### src/rtl/addsub_pkg.sv
// Shared constants for the adder-subtractor operand sequencer.
// State encodings, default width and settle-counter width.
package addsub_pkg;

    localparam int WIDTH_DEFAULT = 16;
    localparam int CNT_W = 4;

    localparam logic [1:0] ST_IDLE   = 2'd0;
    localparam logic [1:0] ST_SETTLE = 2'd1;
    localparam logic [1:0] ST_HOLD   = 2'd2;

endpackage

### src/rtl/addsub_settle_timer.sv
// Loadable down-counter that flags when the settle dwell is over.
// done is high while running with the count at zero.
module addsub_settle_timer
    import addsub_pkg::*;
#(
    parameter int SETTLE_CYCLES = 2
) (
    input  logic clk,
    input  logic rst,
    input  logic load,
    input  logic run,
    output logic done
);

    localparam logic [CNT_W-1:0] LOAD_VAL = CNT_W'(SETTLE_CYCLES - 1);

    logic [CNT_W-1:0] cnt;

    // reload on accept, otherwise count down to zero while running
    always_ff @(posedge clk or posedge rst) begin
        if (rst) begin
            cnt <= '0;
        end else if (load) begin
            cnt <= LOAD_VAL;
        end else if (run && cnt != '0) begin
            cnt <= cnt - 1'b1;
        end
    end

    assign done = run && (cnt == '0);

endmodule

### src/rtl/addsub_op_sequencer.sv
// Registers operands for the external CLA adder, waits for it to settle,
// captures its result into a handshaked output and a running accumulator.
module addsub_op_sequencer
    import addsub_pkg::*;
#(
    parameter int WIDTH         = WIDTH_DEFAULT,
    parameter int SETTLE_CYCLES = 2
) (
    input  logic             clk,
    input  logic             rst,
    input  logic             in_valid,
    output logic             in_ready,
    input  logic [WIDTH-1:0] in_a,
    input  logic [WIDTH-1:0] in_b,
    input  logic             in_sub,
    input  logic             in_acc,
    input  logic             acc_clear,
    output logic [WIDTH-1:0] add_a,
    output logic [WIDTH-1:0] add_b,
    output logic             add_sub,
    input  logic [WIDTH-1:0] add_c,
    input  logic             add_ovf,
    output logic             out_valid,
    input  logic             out_ready,
    output logic [WIDTH-1:0] out_result,
    output logic             out_ovf,
    output logic             out_zero,
    output logic             out_neg
);

    logic [1:0]       state;
    logic [WIDTH-1:0] op_a;
    logic [WIDTH-1:0] op_b;
    logic             op_sub;
    logic [WIDTH-1:0] acc;
    logic [WIDTH-1:0] acc_next;
    logic             res_vld;
    logic             accept;
    logic             capture;
    logic             done;

    assign acc_next = acc_clear ? '0 : acc;
    assign accept   = (state == ST_IDLE) && in_valid;
    assign capture  = (state == ST_SETTLE) && done;

    addsub_settle_timer #(
        .SETTLE_CYCLES(SETTLE_CYCLES)
    ) u_timer (
        .clk (clk),
        .rst (rst),
        .load(accept),
        .run (state == ST_SETTLE),
        .done(done)
    );

    // control FSM plus operand and result registers
    always_ff @(posedge clk or posedge rst) begin
        if (rst) begin
            state      <= ST_IDLE;
            op_a       <= '0;
            op_b       <= '0;
            op_sub     <= 1'b0;
            out_result <= '0;
            out_ovf    <= 1'b0;
            res_vld    <= 1'b0;
        end else begin
            case (state)
                ST_IDLE: begin
                    if (in_valid) begin
                        op_a   <= in_acc ? acc_next : in_a;
                        op_b   <= in_b;
                        op_sub <= in_sub;
                        state  <= ST_SETTLE;
                    end
                end
                ST_SETTLE: begin
                    if (done) begin
                        out_result <= add_c;
                        out_ovf    <= add_ovf;
                        res_vld    <= 1'b1;
                        state      <= ST_HOLD;
                    end
                end
                ST_HOLD: begin
                    if (out_ready) begin
                        state <= ST_IDLE;
                    end
                end
                default: state <= ST_IDLE;
            endcase
        end
    end

    // accumulator: capture has priority over a clear on the same edge
    always_ff @(posedge clk or posedge rst) begin
        if (rst) begin
            acc <= '0;
        end else if (capture) begin
            acc <= add_c;
        end else if (acc_clear) begin
            acc <= '0;
        end
    end

    assign in_ready  = (state == ST_IDLE) && !rst;
    assign out_valid = (state == ST_HOLD);
    assign add_a     = op_a;
    assign add_b     = op_b;
    assign add_sub   = op_sub;
    assign out_zero  = res_vld && (out_result == '0);
    assign out_neg   = out_result[WIDTH-1];

endmodule

### config.mk
export PLATFORM = sky130hd
export DESIGN_NAME = addsub_op_sequencer
export DESIGN_NICKNAME = d
export VERILOG_FILES = /design/src/rtl/addsub_pkg.sv /design/src/rtl/addsub_settle_timer.sv /design/src/rtl/addsub_op_sequencer.sv
export SDC_FILE = /design/constraint.sdc
export NUM_CORES = 1
export LEC_CHECK = 0
export ABC_AREA = 1
export CAP_MARGIN = 20
export CORE_UTILIZATION = 45
export DETAILED_ROUTE_END_ITERATION = 8
export DONT_BUFFER_PORTS = 1
export GPL_TIMING_DRIVEN = 0
export PLACE_DENSITY = 0.58
export SLEW_MARGIN = 20
export SYNTH_ARGS = -nofsm -noshare
export SYNTH_HDL_FRONTEND = slang
export SYNTH_SLANG_ARGS = --single-unit
### constraint.sdc
create_clock -name clk -period 2.55 [get_ports clk]
set_clock_uncertainty 0.1 [all_clocks]
set_input_delay 0.255 -clock clk [delete_from_list [all_inputs] [get_ports clk]]
set_output_delay 0.255 -clock clk [all_outputs]
set_load 0.02 [all_outputs]
==> results.yml <==
drt:
  routedWlPerCell_um: 14.9
  remaining_drc_errors: 0
  first_pass_iters: 4
  routed_wl_mm: 7.43
  drt-initial-drc-count: 64
  vias_per_cell: 4.95
  vias: 2465
  postRouteAntennaNets: 0
synth:
  synthDominantCellAreaShare: 0.579
  synth_edf_count: 0
  postSynthCellCount: 343
  async_flop_share: 1.00
  yosysWarnings: 0
  ys_seq_elements: 73
  ys_top_cells_by_area: "dfrtp_1, nand2_1, a21oi_1"
  synth_flop_cell: "dfrtp_1"
  ys_seq_area_frac: 0.579
  yosysTopAreaCell: "dfrtp_1"
  ys_types: 25
  netlist_area_um2: 3150
  synth_nets: 401
  syn_area_per_cell_um2: 9.20
floorplan:
  dieHeight_um: 85.7
  initial_core_util: 0.464
  row_count: 30
  num_io_pins: 110
  dieArea_um2: 7350
  coreArea_um2: 6790
  dieWidth_um: 85.7
cells_and_area:
  final_common_cell: "nand2_1"
  layout-drive-gt1-share: 0.164
  fin_cells: 498
  nets: 455
  synthToLayoutAreaGrowth_pct: 24.0
  final_cell_mix: "nand2_1, dfrtp_1, dlygate4sd3_1, a21oi_1, nor2_1"
  insertedDiodeCount: 0
sta:
  worst_pin_slew_ns: 0.629
  fmax_mhz: 520
  rsz0062_at_grt: "no"
  final-max-slew-violation-count: 0
  fin_crit_ns: 1.92
  finalSetupViolCount: 0
  hold_viol_final: 0
  fin_crit_sh: 0.754
  holdWs_ns: 0.00947
  maxSlewHeadroom: 0.577
flow_run:
  max_cap_viol_count: 0
clock_network:
  cts_setup_buffers: 0
  cts-root-buf: "clkbuf_8"
  cts_resized: 0
  htree_num_levels: 3
  clk_pin_slew_ns: 0.08
  cts_tree: "built"
  cts.sinks: 73
  cts_buffers: 9
  clock_path_buffers: 2
  clock_latency_ns: 0.34
global_routing:
  grt_max_degree: 40
  grt_use_total: 0.219
  grt_pass1_vias: 2519
  grt.overflow.total: 0
  grt_pass1_wl_mm: 12.2
  antenna_found_initial: 0
power_and_ir_drop:
  power.leakage_uw: 0.00189
  vdd_drop_max_mv: 0.583
  pwr_density_cell_nw_per_um2: 1260
critical_path:
  arrival_ns: 1.57
  r2r_setup_slack_ns: 0.98
  crit_path_end_kind: "output pin"
  cp_max_fo: 3
  critPathKind: "reg2out"
  startpoint: "out_result[11]"
  reg2reg_depth: 8
  crit_required_ns: 2.19
  reg2reg_from: "u_timer.cnt[0]"
  cp-start-kind: "flip-flop"
  r2r-end: "out_result[11]"
hold_path:
  hold_end: "add_a[4]"
  worstHoldPathCells: 2
  min_path_type: "in2reg"
  min-delay-start: "in_a[4]"
place:
  port_buffers: 0
  dp_cells: 440
  dp_hpwl_mm: 5.12
  routabilityCongestion: 0.746
outcome:
  outcome: "finished, final reports clean"
==> metrics by stage <==
step	instance area (um2)	worst slack, ns	setup TNS, ns	utilization	total power (uW)
after floorplan	3150	0.342	0	-	3630
after global placement	3270	-0.505	-36.70	0.482	3950
after detailed placement	3300	1.01	0	0.485	4010
after CTS	3910	0.623	0	0.576	4970
after global routing	3910	0.540	0	0.576	5310
final	3910	0.626	0	0.576	4930
==> worst max-delay path, stage by stage, from the launching register on <==
cell	delay (ns)
dfrtp_1	0.47
nor2_1	0.14
nand3_1	0.11
nor2_1	0.14
nand2_1	0.06
nor2_1	0.32
==> layout make-up <==
class	count	area (um2)
fillers	608	2880
flip-flops and latches	73	1830
multi-input cells	230	1100
repair buffers	43	440
plain buffers	19	145
clock buffers	10	138
well taps	96	120
inverters	21	81.3
clock inverters	6	57.6
==> how the worst max path moves through the flow <==
| stage | to | cells past startpoint |
|---|---|---|
| after CTS | out_zero | 5 |
| after detailed placement | out_zero | 5 |
| after global placement | out_result[11] | 1 |
| after floorplan | acc[0] | 1 |
| final | out_zero | 5 |
| after global routing | out_zero | 5 |
==> synth_stat cells (2+ instances only) <==
| library cell | number |
|---|---|
| nor3_1 | 2 |
| a21oi_1 | 33 |
| nor2_1 | 23 |
| dfrtp_1 | 73 |
| buf_6 | 5 |
| inv_2 | 4 |
| nand2_1 | 104 |
| nand2_2 | 12 |
| nand3_1 | 20 |
| clkbuf_1 | 3 |
| o21ai_1 | 2 |
| buf_4 | 3 |
| o21ai_2 | 13 |
| o21ai_0 | 10 |
| nand4_1 | 3 |
| ha_1 | 2 |
| inv_1 | 17 |
| buf_2 | 7 |
==> metal layers <==
layer / GRT usage / share of wire
met5: 0 / 0
met4: 0.0742 / 0.016
met3: 0.0683 / 0.069
met2: 0.344 / 0.46
met1: 0.290 / 0.46
==> state kept, by name, indices dropped and copies added (netlist names) <==
register / cells
add_a: 16
acc: 16
u_timer.cnt: 4
out_ovf: 1
add_b: 16
res_vld: 1
out_result: 16
state: 2
add_sub: 1
==> cell families after synthesis <==
| logic type | share of synthesized area |
|---|---|
| flip-flops | 0.579 |
| buffers and inverters | 0.0710 |
| AO/OA/AOI/OAI | 0.110 |
| AND/OR/NAND/NOR | 0.229 |
| XOR/XNOR | 0.00278 |
| adder cells (fa/ha/maj) | 0.00793 |
==> timing repair <==
| action | in CTS | in global routing |
|---|---|---|
| hold buffers | 42 | 0 |
| setup endpoints to repair | 0 | 0 |
| hold endpoints to repair | 91 | 0 |
==> report_power, final <==
part	total, uW	leakage, uW	switching (uW)	internal [uW]
logic	1480	0.000881	893	583
clock network	890	0.000102	419	471
registers	2570	0.000907	876	1690
Power figures use the tool's default switching activity.
